==> config.mk <==
export PLATFORM = sky130hd
export DESIGN_NAME = beep_scheduler
export DESIGN_NICKNAME = d
export VERILOG_FILES = /design/src/rtl/beep_scheduler.sv
export SDC_FILE = /design/constraint.sdc
export NUM_CORES = 1
export LEC_CHECK = 0
export ABC_CLOCK_PERIOD_IN_PS = 2450
export BUFFER_PORTS_ARGS = -buffer_cell sky130_fd_sc_hd__buf_2
export CAP_MARGIN = 20
export CORE_MARGIN = 4
export CORE_UTILIZATION = 44
export DETAILED_ROUTE_END_ITERATION = 10
export PLACE_DENSITY = 0.68
export SLEW_MARGIN = 10
export SYNTH_ARGS = -nofsm -noshare
export SYNTH_HDL_FRONTEND = slang
export SYNTH_SLANG_ARGS = --single-unit
==> constraint.sdc <==
create_clock -name iCLK_18_4 -period 2.45 [get_ports iCLK_18_4]
set_input_delay 0.49 -clock iCLK_18_4 [delete_from_list [all_inputs] [get_ports iCLK_18_4]]
set_output_delay 0.49 -clock iCLK_18_4 [all_outputs]
set_load 0.03 [all_outputs]
==> src/rtl/beep_scheduler.sv <==
// -----------------------------------------------------------------------------
// beep_scheduler
//   Parking-sensor tone sequencer. Converts the latest measured distance into a
//   proximity zone and drives the audio codec's phase-increment input with a
//   beep/gap cadence:
//     zone 0 : silent          (far, or no echo)
//     zone 1 : slow beeps      (BEEP_MS on, GAP_SLOW_MS off)
//     zone 2 : fast beeps      (BEEP_MS on, GAP_FAST_MS off)
//     zone 3 : continuous tone (very near)
//   All cadence timing runs off a 1-cycle tick derived from the system clock.
//
// Ports
//   iCLK_18_4     in  1       system clock, all logic on posedge
//   iRST          in  1       synchronous reset, active-high
//   iDist         in  DIST_W  measured distance in cm, 0 = no echo
//   iDist_valid   in  1       one-cycle strobe, iDist valid this cycle
//   iMute         in  1       level, forces silence while cadence keeps running
//   oSound        out 16      phase increment to codec, 0 = silence
//   oZone         out 2       current proximity zone 0..3
//   oBeep_active  out 1       high while the FSM is in TONE or CONT (ignores iMute)
//
// Optional feature
//   BEEP_SCHEDULER_WATCHDOG_EN : when defined, a tick counter cleared by every
//   iDist_valid forces oZone to 0 after TIMEOUT_MS ticks with no strobe, so a
//   stalled range finder cannot leave the tone on. The counter then holds until
//   the next strobe. TIMEOUT_MS exists only in this build.
// -----------------------------------------------------------------------------
module beep_scheduler #(
    parameter int          CLK_HZ      = 18432000,
    parameter int          TICK_HZ     = 1000,
    parameter int          DIST_W      = 9,
    parameter int          NEAR_CM     = 30,
    parameter int          MID_CM      = 80,
    parameter int          FAR_CM      = 150,
    parameter int          BEEP_MS     = 60,
    parameter int          GAP_FAST_MS = 100,
    parameter int          GAP_SLOW_MS = 400,
    parameter logic [15:0] TONE_INC    = 16'd1024
`ifdef BEEP_SCHEDULER_WATCHDOG_EN
    ,
    parameter int          TIMEOUT_MS  = 500
`endif
) (
    input  logic              iCLK_18_4,
    input  logic              iRST,
    input  logic [DIST_W-1:0] iDist,
    input  logic              iDist_valid,
    input  logic              iMute,
    output logic [15:0]       oSound,
    output logic [1:0]        oZone,
    output logic              oBeep_active
);

    localparam int PRESCALE = CLK_HZ / TICK_HZ;
    localparam int PRE_W    = (PRESCALE > 1) ? $clog2(PRESCALE) : 1;
    localparam int DUR_MAX  = (BEEP_MS > GAP_SLOW_MS) ? BEEP_MS : GAP_SLOW_MS;
    localparam int DUR_W    = $clog2(DUR_MAX + 1);

    localparam logic [PRE_W-1:0] PRE_LAST      = PRE_W'(PRESCALE - 1);
    localparam logic [DUR_W-1:0] BEEP_LAST     = DUR_W'(BEEP_MS - 1);
    localparam logic [DUR_W-1:0] GAP_FAST_LAST = DUR_W'(GAP_FAST_MS - 1);
    localparam logic [DUR_W-1:0] GAP_SLOW_LAST = DUR_W'(GAP_SLOW_MS - 1);

    typedef enum logic [1:0] {
        ST_SILENT = 2'd0,
        ST_TONE   = 2'd1,
        ST_GAP    = 2'd2,
        ST_CONT   = 2'd3
    } state_t;

    logic [PRE_W-1:0] pre_reg;
    logic             tick;
    logic [1:0]       zone_reg;
    logic [1:0]       zone_meas;
    state_t           state_reg, state_next;
    logic [DUR_W-1:0] dur_reg, dur_next;
    logic [DUR_W-1:0] dur_inc;
    logic [DUR_W-1:0] gap_last;
    logic [15:0]      sound_reg;

    // ---------------------------------------------------------------- prescaler
    assign tick = (pre_reg == PRE_LAST);

    always_ff @(posedge iCLK_18_4) begin
        if (iRST) begin
            pre_reg <= '0;
        end else if (tick) begin
            pre_reg <= '0;
        end else begin
            pre_reg <= pre_reg + 1'b1;
        end
    end

    // ------------------------------------------------------------ zone mapping
    // Thresholds are compared on a zero-extended copy so a threshold larger
    // than the distance range still behaves as "always below".
    logic [31:0] dist_ext;
    assign dist_ext = 32'(iDist);

    always_comb begin
        zone_meas = 2'd0;
        if (dist_ext == 32'd0) begin
            zone_meas = 2'd0;
        end else if (dist_ext < 32'(NEAR_CM)) begin
            zone_meas = 2'd3;
        end else if (dist_ext < 32'(MID_CM)) begin
            zone_meas = 2'd2;
        end else if (dist_ext < 32'(FAR_CM)) begin
            zone_meas = 2'd1;
        end
    end

`ifdef BEEP_SCHEDULER_WATCHDOG_EN
    localparam int WD_W = $clog2(TIMEOUT_MS + 1);
    localparam logic [WD_W-1:0] WD_LIMIT = WD_W'(TIMEOUT_MS);

    logic [WD_W-1:0] wd_cnt_reg;

    // The counter parks at WD_LIMIT so the forced zone 0 is applied only once
    // and a later strobe restores normal operation.
    always_ff @(posedge iCLK_18_4) begin
        if (iRST) begin
            zone_reg   <= 2'd0;
            wd_cnt_reg <= '0;
        end else if (iDist_valid) begin
            zone_reg   <= zone_meas;
            wd_cnt_reg <= '0;
        end else if (tick && (wd_cnt_reg != WD_LIMIT)) begin
            wd_cnt_reg <= wd_cnt_reg + 1'b1;
            if (wd_cnt_reg == WD_LIMIT - 1'b1) begin
                zone_reg <= 2'd0;
            end
        end
    end
`else
    always_ff @(posedge iCLK_18_4) begin
        if (iRST) begin
            zone_reg <= 2'd0;
        end else if (iDist_valid) begin
            zone_reg <= zone_meas;
        end
    end
`endif

    // ------------------------------------------------------------------- FSM
    assign dur_inc  = (dur_reg == {DUR_W{1'b1}}) ? dur_reg : dur_reg + 1'b1;
    // Re-evaluated every tick so moving closer shortens a gap already running.
    assign gap_last = (zone_reg == 2'd2) ? GAP_FAST_LAST : GAP_SLOW_LAST;

    always_ff @(posedge iCLK_18_4) begin
        if (iRST) begin
            state_reg <= ST_SILENT;
            dur_reg   <= '0;
        end else begin
            state_reg <= state_next;
            dur_reg   <= dur_next;
        end
    end

    always_comb begin
        state_next = state_reg;
        dur_next   = dur_reg;
        if (tick) begin
            if (zone_reg == 2'd0) begin
                state_next = ST_SILENT;
                dur_next   = '0;
            end else if (zone_reg == 2'd3) begin
                state_next = ST_CONT;
                dur_next   = '0;
            end else begin
                // zone 1 or 2: beeping cadence
                case (state_reg)
                    ST_SILENT: begin
                        state_next = ST_TONE;
                        dur_next   = '0;
                    end
                    ST_CONT: begin
                        state_next = ST_GAP;
                        dur_next   = '0;
                    end
                    ST_TONE: begin
                        if (dur_reg == BEEP_LAST) begin
                            state_next = ST_GAP;
                            dur_next   = '0;
                        end else begin
                            dur_next = dur_inc;
                        end
                    end
                    ST_GAP: begin
                        if (dur_reg >= gap_last) begin
                            state_next = ST_TONE;
                            dur_next   = '0;
                        end else begin
                            dur_next = dur_inc;
                        end
                    end
                    default: begin
                        state_next = ST_SILENT;
                        dur_next   = '0;
                    end
                endcase
            end
        end
    end

    // ---------------------------------------------------------------- outputs
    // Looks at the next state so the tone starts/stops on the same edge as the
    // state change; iMute is sampled every cycle, not just on ticks.
    always_ff @(posedge iCLK_18_4) begin
        if (iRST) begin
            sound_reg <= '0;
        end else if (((state_next == ST_TONE) || (state_next == ST_CONT)) && !iMute) begin
            sound_reg <= TONE_INC;
        end else begin
            sound_reg <= '0;
        end
    end

    assign oSound       = sound_reg;
    assign oZone        = zone_reg;
    assign oBeep_active = (state_reg == ST_TONE) || (state_reg == ST_CONT);

endmodule
==> metrics.txt, run 1 <==
status completed; internal power 0.000902 W; NetSw between 0.0002 and 0.00025 W; Seq. cell area 581 sq um; critical path, cell by cell nor2b_4 > inv_1 > ha_1 > a21o_1 > o21ai_0 > o211ai_1 > o21ai_1 > buf_4 > a31oi_1 > o22ai_1; commonest cells after routing, fill and taps aside 39 x nor2_1, 29 x dfxtp_1, 16 x buf_2, 15 x nand2_1, 15 x conb_1; Crit. End Element flip-flop; 1st-pass router iterations 5; Util after Layout 0.507; met2 Usage GRT 0.238; Final Cell Area 2010 sq um; asr flop ratio synth 0; critical path arrival between 2000 and 2500 ps; peak supply drop 395 uV; grt met3 use 0.0429; Sequential Power Share 0.419; Crit path largest cell delay 460 ps; Die H 72.0 um; Fill cells 376; hold_buf cts 0; Area after DPL 1880 sq um; Avg Cell Area, Syn 7.87 sq um; placed insts 291; final setup fails 0; chip width 72.0 um; CTS root buf clkbuf_8; # diodes 0; Area Overhead vs Synth 11.7%; kind of critical path reg -> reg; Setup TNS 0 ps; crit path launch type flip-flop; Total GRT Usage 0.144; Initial Util 0.454; synth warn 0; Cell variety after synth a little under 50; max reg flops 15; fin cells roughly 300; fin nets 269; post-route antenna net violation count 0; Vias 1,546; Routability Congestion between 0.8 and 0.9; power density over cell area 571 nW/um^2; Post-CTS Setup Inserts 0; CTS tree built; Iter 0 DRT Violations around 50; port buffer count 16; Leakage just over 0.8 nW; post_cts resized 0; layer with the highest usage met2; DRC violations left 0; Mapped Area 1800 sq um; Final Hold Vio Count 0; area occupied by multi-input gates 1090 sq um; die area 5190 sq um; register bit total from synthesis 29; crit-path max FO 12; worst-case clock buffer depth 2; Logic pwr share 0.071; Max Cap Viol 0; final worst-path setup slack 247 ps; Routed wire per std cell 11.4 um; vias per cell 5.17; register area share after synthesis 0.322; leading cell type in the layout, fill and taps excluded nor2_1; final WL 3420 um; row cnt 23; # H-tree levels 2; Worst-Skew Late Latency 280 ps; pre-CTS WS 279 ps; global-route wire length before repair 6040 um; Main synth FF type dfxtp_1; worst endpoint required time 2660 ps; CTS buffer count 5; GR Overflow Total 0; Core ar. between 3000 and 4000 sq um; Detailed Place HPWL 2580 um; top post-synthesis cells by area dfxtp_1 32%, nor2_1 8.1%, buf_4 7.1%; number of global-route vias before repair 1,400; clock transition at the registers of the reported paths 60 ps; CP max-delay cell dfxtp_1; unrepaired setup endpoints after global routing false; post-synth top area cell dfxtp_1; initial antenna violation count 0; Clock Skews roughly 4.7 ps; pin count of the biggest net entering global routing 13; clock share of power 0.510; clk sinks 29; number of synthesized flops with an enable pin 0; top-area cell type share of the netlist area 0.322; Post-Synthesis Cells approximately 230; part of the cycle the worst path needs 0.899; maximum clock frequency 454 MHz; Hold Path Class in -> reg; switch share 0.215; Period minus WS final 2200 ps; Slew Viols, Final 0; boundary pin count 32; M1 GR Usage 0.181; share of post-route cells with drive strength above 1 0.141
-- area by class of cell --
cell class / instances / share of cell area
multi-input combinational: 181 / 0.539
timing repair buffer: 20 / 0.0547
clock inverter: 3 / 0.0323
sequential: 29 / 0.288
inverter: 11 / 0.0205
clock buffer: 5 / 0.0342
tap: 50 / 0.0311
-- power by group through the flow --
stage               Clock (W)  Sequential (W)  Combinational, W
floorplan                   0        0.000494         0.0000753
global placement            0        0.000492         0.0000803
detailed placement          0        0.000492         0.0000814
CTS                  0.000599        0.000482         0.0000816
global route         0.000624        0.000482         0.0000904
finish               0.000586        0.000482         0.0000814
-- cell families (layout without fill, tap and decap cells) --
kind of cell | Yosys count | after routing | share of synthesized area
AND/OR/NAND/NOR | 98 | 98 | 0.287
AO/OA/AOI/OAI | 47 | 47 | 0.165
buffers and inverters | 33 | 39 | 0.105
flip-flops | 29 | 29 | 0.322
XOR/XNOR | 12 | 12 | 0.0583
adder cells (fa/ha/maj) | 8 | 8 | 0.0555
other | 1 | 15 | 0.00208
multiplexers | 1 | 1 | 0.00555
-- critical path, delay by kind of cell, from the launching register on --
family,cells,cell delay (ps)
AOI/OAI and AO/OA,6,960
DFF,1,460
buffers and inverters,2,350
adders and majority gates,1,280
and+or+nand+nor,1,80
-- path summary, 6_finish.rpt --
kind | cells after the start | start | end | slack (ps)
max | 10 | oZone[0]$_SDFFE_PP0P_ | dur_reg[1]$_SDFFE_PP0N_ | 250
min reg2reg | 1 | pre_reg[0]$_SDFF_PP0_ | pre_reg[0]$_SDFF_PP0_ | 470
min | 2 | iMute | oSound[10]$_SDFF_PP0_ | 370
max reg2reg | 10 | oZone[0]$_SDFFE_PP0P_ | dur_reg[1]$_SDFFE_PP0N_ | 250
-- stage by stage --
stage	hold slack (ps)	power (W)
floorplan	426	0.000569
global placement	443	0.000572
detailed placement	461	0.000574
CTS	362	0.00116
global route	364	0.00120
finish	371	0.00115
-- Yosys cell counts, drive strengths merged (2+ instances only) --
library cell  instances
xor2                  6
a221oi                2
a31oi                 6
o211ai                3
nor2                 40
and2                  4
a21oi                13
xnor2                 6
and3                  6
nor2b                 3
dfxtp                29
nand4                 5
o21ai                10
o22ai                 2
ha                    8
buf                  18
nor4                  2
nand3                13
nand4b                2
inv                  11
clkbuf                4
nor3                  3
nand2                15
-- metal layers --
metal  part of all wire  wire [um]
met1               0.47       1620
met2               0.46       1560
met3              0.056        190
met4              0.014         48
met5                  0          0
(Power assumes the default switching activity.)
==> run 2, diff against run 1 <==
ABC_AREA = 1   (was unset)
==> run 2 against run 1 <==
  * Non-clock buffer count decreased by 4
  * Clock power fell by 32%
  * Combinational power is 1% higher
  * Clock skew up 4.1 ps
  * Critical endpoint is now oBeep_active
==> metrics.txt, run 2 <==
status completed; top post-synthesis cells by area dfxtp_1 31%, nand2_1 11%, inv_1 6.7%; Post-Synthesis Cells 260 (+14%); register area share after synthesis 0.314 (-0.00827); register bit total from synthesis 29 (unchanged); Total GRT Usage 0.135 (-0.00909); clock share of power 0.413 (-0.097); row cnt 23 (unchanged); NetSw 0.000243 W (-1.8%); part of the cycle the worst path needs 0.800 (-0.0993); unrepaired setup endpoints after global routing false; largest family of logic cells by synthesized area simple AND/OR/NAND/NOR gates; worst endpoint required time 1960 ps (-700 ps); maximum clock frequency 510 MHz (+12%); Sequential Power Share 0.501 (+0.082); area fraction in compound gates after synthesis 0.131 (-0.0340); kind of critical path reg -> out; power density over cell area 478 nW/um^2 (-16%); Avg Cell Area, Syn 7.12 sq um (-9.6%); leading cell type in the layout, fill and taps excluded nand2_1; Die H 72.9 um (+1.2%); post-route antenna net violation count 0 (unchanged); simple-gate share of the synthesized area 0.323 (+0.0359); Fill cells 392 (+4.3%); Crit path largest cell delay 420 ps (-40 ps); reg2reg setup slack 550 ps (+300 ps); peak supply drop 438 uV (+11%); post-synth top area cell dfxtp_1; share of post-route cells with drive strength above 1 0.153 (+0.0125); Slew Viols, Final 0 (unchanged); Vias 1,587 (+2.7%); number of global-route vias before repair 1,391 (-0.64%); Initial Util 0.459 (+0.00532); Hold Path Class in -> reg; asr flop ratio synth 0 (unchanged); commonest cells after routing, fill and taps aside 55 x nand2_1, 33 x inv_1, 29 x dfxtp_1, 23 x nor2_1, 16 x buf_2; post_cts resized 0 (unchanged); Iter 0 DRT Violations 41 (-20%); synth warn 0 (unchanged); # diodes 0 (unchanged); Worst path depth 4 (-6); Clock Skews 8.84 ps (+4.12 ps); Cell variety after synth 36 (-27%); Crit. End Element output port; final setup fails 0 (unchanged); CTS root buf clkbuf_8; CTS buffer count 5 (unchanged); Period minus WS final 1960 ps (-243 ps); critical path arrival 1470 ps (-940 ps); internal power 0.000719 W (-20%); Area Overhead vs Synth 8.72%; Main synth FF type dfxtp_1; clk sinks 29 (unchanged); fin nets 302 (+12%); global-route wire length before repair 5670 um (-6.2%); max reg flops 15 (unchanged); worst-case clock buffer depth 2 (unchanged); xor and xnor area share after synthesis 0.0331 (-0.0252); R2R depth 10 (unchanged); pre-CTS WS 558 ps (+279 ps); Leakage 0.917 nW (+14%); top-area cell type share of the netlist area 0.314 (-0.00827); Worst-Skew Late Latency 280 ps (about the same); adder-cell share of the synthesized area 0.0541 (-0.00143); Buf/Inv on CP 2 (unchanged); Routability Congestion 0.843 (+1.6%); DRC violations left 0 (unchanged); pin count of the biggest net entering global routing 17 (+4); CP max-delay cell dfxtp_1; Post-CTS Setup Inserts 0 (unchanged); Core ar. 4030 sq um (+1.4%); chip width 72.9 um (+1.2%); critical path, cell by cell inv_1 > ha_1 > or2_2 > buf_2; number of synthesized flops with an enable pin 0 (unchanged); hold_buf cts 0 (unchanged); Mapped Area 1850 sq um (+2.6%); CP delay by family, top flip-flops; clock transition at the registers of the reported paths 60 ps (about the same); Post-synth top cells 55 x nand2_1, 33 x inv_1, 29 x dfxtp_1, 23 x nor2_1, 16 x buf_4; critical path endpoint oBeep_active; reg2reg end dur_reg[6]$_SDFFE_PP0N_; crit-path max FO 6 (-6); # H-tree levels 2 (unchanged); reg2reg start oZone[1]$_SDFFE_PP0P_; crit path launch type flip-flop; Routed wire per std cell 10.2 um (-11%); boundary pin count 32 (unchanged); final worst-path setup slack 490 ps (+243 ps); Logic pwr share 0.086 (+0.015); 1st-pass router iterations 4 (-1); port buffer count 16 (unchanged); Detailed Place HPWL 2620 um (+1.3%); Setup TNS 0 ps (unchanged); die area 5310 sq um (+2.3%); GR Overflow Total 0 (unchanged); initial antenna violation count 0 (unchanged); cell with the most instances after synthesis nand2_1; switch share 0.252 (+0.0374); final WL 3370 um (-1.6%); vias per cell 4.79 (-7.3%); Max Cap Viol 0 (unchanged); mux contribution to synthesized area 0.00541 (-0.000143); Final Hold Vio Count 0 (unchanged); CTS tree built
run 2: cell count changes in the layout (fill, tap and decap cells not counted), moves of 4 or more:
cell and change:
nand2_1 +40, inv_1 +22, nor2_1 -16, nor3_1 +7, and3_1 -6, a31oi_1 -5, and2_1 -4, buf_4 -4
nor2_4 +4, xnor2_1 -4
run 2: final cells by class:
type	instances	area, sq um	area share
clock buffers	7	86.3	0.0429
inverters	36	135	0.0672
multi-input cells	193	1070	0.530
flip-flops and latches	29	581	0.289
well taps	50	62.6	0.0311
repair buffers	16	80.1	0.0398
run 2: worst min-delay path by stage:
| stage | from | slack (ps) | to | cells after the start |
|---|---|---|---|---|
| global route | iMute | 350 | oSound[10]$_SDFF_PP0_ | 2 |
| finish | iMute | 360 | oSound[10]$_SDFF_PP0_ | 2 |
| CTS | iMute | 350 | oSound[10]$_SDFF_PP0_ | 2 |
| global placement | pre_reg[0]$_SDFF_PP0_ | 430 | pre_reg[0]$_SDFF_PP0_ | 1 |
| detailed placement | pre_reg[0]$_SDFF_PP0_ | 440 | pre_reg[0]$_SDFF_PP0_ | 1 |
| floorplan | pre_reg[0]$_SDFF_PP0_ | 420 | pre_reg[0]$_SDFF_PP0_ | 1 |
run 2: routing by layer:
metal	vias up	GRT usage	routed length (um)
met5	-	0	0
li1	854	-	-
met2	38	0.216	1480
met1	688	0.166	1600
met3	7	0.0413	225
met4	0	0.0615	57
run 2: logic make-up after synthesis:
family	after synthesis
adders and majority gates	8
xor gates and xnor gates	7
AOI/OAI and AO/OA	41
DFF	29
other	1
muxes	1
buffers and inverters	52
and+or+nand+nor	121
run 2: per-stage QoR:
step                power, W  instances   util  hold WS (ps)  instance area (sq um)
detailed placement  0.000575        324  0.478           443                   1930
CTS                 0.000981        331  0.499           348                   2010
global route         0.00100        331  0.499           354                   2010
floorplan           0.000573        274      -           417                   1900
global placement    0.000574        324  0.478           435                   1930
finish              0.000962        331  0.499           360                   2010
run 2: power groups by stage:
stage	clock (W)	combinational, W	sequential (W)
2_1_floorplan	0	0.0000784	0.000494
3_3_place_gp	0	0.0000821	0.000492
3_5_place_dp	0	0.0000825	0.000492
4_1_cts	0.000416	0.0000827	0.000482
5_1_grt	0.000431	0.0000912	0.000483
6_report	0.000397	0.0000825	0.000482
run 2: worst reg2reg max path: cells and delay by family (launching register included):
family                     cells  cell delay, ps
DFF                            1             470
and+or+nand+nor                5             500
adders and majority gates      1             300
AOI/OAI and AO/OA              4             550
==> run 3, diff against run 2 <==
ABC_AREA = 0   (was 1)
ABC_CLOCK_PERIOD_IN_PS = 1750   (was 2450)
PLACE_DENSITY = 0.71   (was 0.68)
clock period = 1.75 ns   (was 2.45 ns; I/O delays follow)
==> run 3 against run 2 <==
  * The run now ends with setup timing left
  * Sequential power grew 40%
  * Global-route usage rose by 2.0 points
  * Combinational power increased by 72%
  * Critical path type is now reg -> reg
  * Critical endpoint is now dur_reg[2]$_SDFFE_PP0N_
==> metrics.txt, run 3 (synthesis gave the netlist of run 1 again) <==
status finished, violations left; failing checks setup timing; Fill cells 347 (-11%); part of the cycle the worst path needs 1.14; crit-path max FO 5 (-1); Iter 0 DRT Violations 63 (+54%); die area 5190 sq um (-2.3%); Crit. End Element flip-flop; unrepaired setup endpoints after global routing true; kind of critical path reg -> reg; CTS tree built; fin nets 302 (unchanged); Slew Viols, Final 0 (unchanged); Core ar. 3970 sq um (-1.4%); Routability Congestion 0.894 (+6.0%); R2R depth 11 (+1); row cnt 23 (unchanged); fin cells 332 (+0.30%); maximum clock frequency 500 MHz; critical path arrival 2170 ps (+700 ps); CTS buffer count 5 (unchanged); peak supply drop 393 uV (-10%); crit path launch type flip-flop; Final Hold Vio Count 0 (unchanged); Worst-Skew Late Latency 280 ps (about the same); hold_buf cts 0 (unchanged); 1st-pass router iterations 6 (+2); number of global-route vias before repair 1,524 (+9.6%); GR Overflow Total 0 (unchanged); # diodes 0 (unchanged); Worst Tran Pin Value 514 ps; clock transition at the registers of the reported paths 70 ps (about the same); # H-tree levels 2 (unchanged); initial antenna violation count 0 (unchanged); Total GRT Usage 0.155 (+0.0200); max reg flops 15 (unchanged); Setup TNS -2520 ps (-2520 ps); placed insts 315 (-2.8%); share of post-route cells with drive strength above 1 0.344 (+0.191); port buffer count 16 (unchanged); Die H 72.0 um (-1.1%); Period minus WS final between 2000 and 2500 ps; Leakage 1.03 nW (+12%); CTS root buf clkbuf_8; Clock Skews 10.1 ps (+1.22 ps); global-route wire length before repair 6530 um (+15%); Max-slew headroom 0.648; pin count of the biggest net entering global routing 16 (-1); Detailed Place HPWL 2870 um (+9.6%); Area Overhead vs Synth 36.2%; final worst-path setup slack -251 ps (-741 ps); chip width 72.0 um (-1.1%); Vias 1,740 (+9.6%); final WL 4150 um (+23%); commonest cells after routing, fill and taps aside 38 x nor2_1, 34 x buf_4, 24 x dfxtp_1, 15 x conb_1, 15 x buf_2; Initial Util 0.454 (-0.00532); final setup fails 12 (+12); Routed wire per std cell 12.5 um (+23%); DRC violations left 0 (unchanged); worst-case clock buffer depth 2 (unchanged); boundary pin count 32 (unchanged); post-route antenna net violation count 0 (unchanged); worst endpoint required time 1920 ps (-40 ps); Hold Path Class in -> reg; hold path depth 2 (unchanged); vias per cell 5.24 (+9.3%); clk sinks 29 (unchanged); leading cell type in the layout, fill and taps excluded nor2_1; power density over cell area 670 nW/um^2 (+40%); Max Cap Viol 0 (unchanged)
[run 3: final cells by class]
class	instances	area (sq um)	share of cell area
multi-input cells	181	1250	0.509
well taps	50	62.6	0.0255
repair buffers	53	375	0.153
flip-flops and latches	29	592	0.241
clock inverters	3	65.1	0.0265
clock buffers	5	68.8	0.0280
inverters	11	41.3	0.0168
[run 3: timing repair]
action	in CTS	in global routing
buffers inserted	3	5
cloned	0	1
endpoints found under the setup margin	13	15
pin swaps	3	21
gates resized for setup	9	30
[run 3: where the power goes]
| part | internal (W) | switching (W) | leakage (nW) | total, W |
|---|---|---|---|---|
| registers | 0.000666 | 0.00000711 | 0.237 | 0.000673 |
| clock network | 0.000565 | 0.000265 | 0.0681 | 0.000831 |
| logic | 0.0000467 | 0.0000948 | 0.721 | 0.000142 |
[run 3: stage by stage]
stage                      util  total power [W]  instance area [sq um]  setup slack (ps)  hold slack (ps)
final                     0.618          0.00165                   2450              -251              229
after global routing      0.618          0.00171                   2450              -351              228
after CTS                 0.574          0.00165                   2280              -180              222
after detailed placement  0.527         0.000817                   2090              -289              512
after global placement    0.527         0.000815                   2090              -149              505
after floorplan               -         0.000798                   1890              -235              419
[run 3: critical path, cell delays in order, from the launching register on]
cell	delay, ps
dfxtp_4	340
nor2b_4	140
inv_2	60
ha_4	270
a21o_1	190
nor2_2	70
o211ai_1	240
o21ai_1	110
buf_4	140
buf_6	120
a31oi_1	160
a21oi_1	50
[run 3: path summary, 6_finish.rpt]
kind	end	start	slack [ps]
worst max register to register	dur_reg[2]$_SDFFE_PP0N_	oZone[1]$_SDFFE_PP0P_	-250
worst min register to register	pre_reg[9]$_SDFF_PP0_	pre_reg[9]$_SDFF_PP0_	530
worst min-delay path	oSound[10]$_SDFF_PP0_	iMute	230
worst max-delay path	dur_reg[2]$_SDFFE_PP0N_	oZone[1]$_SDFFE_PP0P_	-250
[run 3: layer usage]
layer | part of all wire | global-route usage
met5 | 0 | 0
met4 | 0.016 | 0.0438
met3 | 0.063 | 0.0388
met2 | 0.48 | 0.261
met1 | 0.44 | 0.197
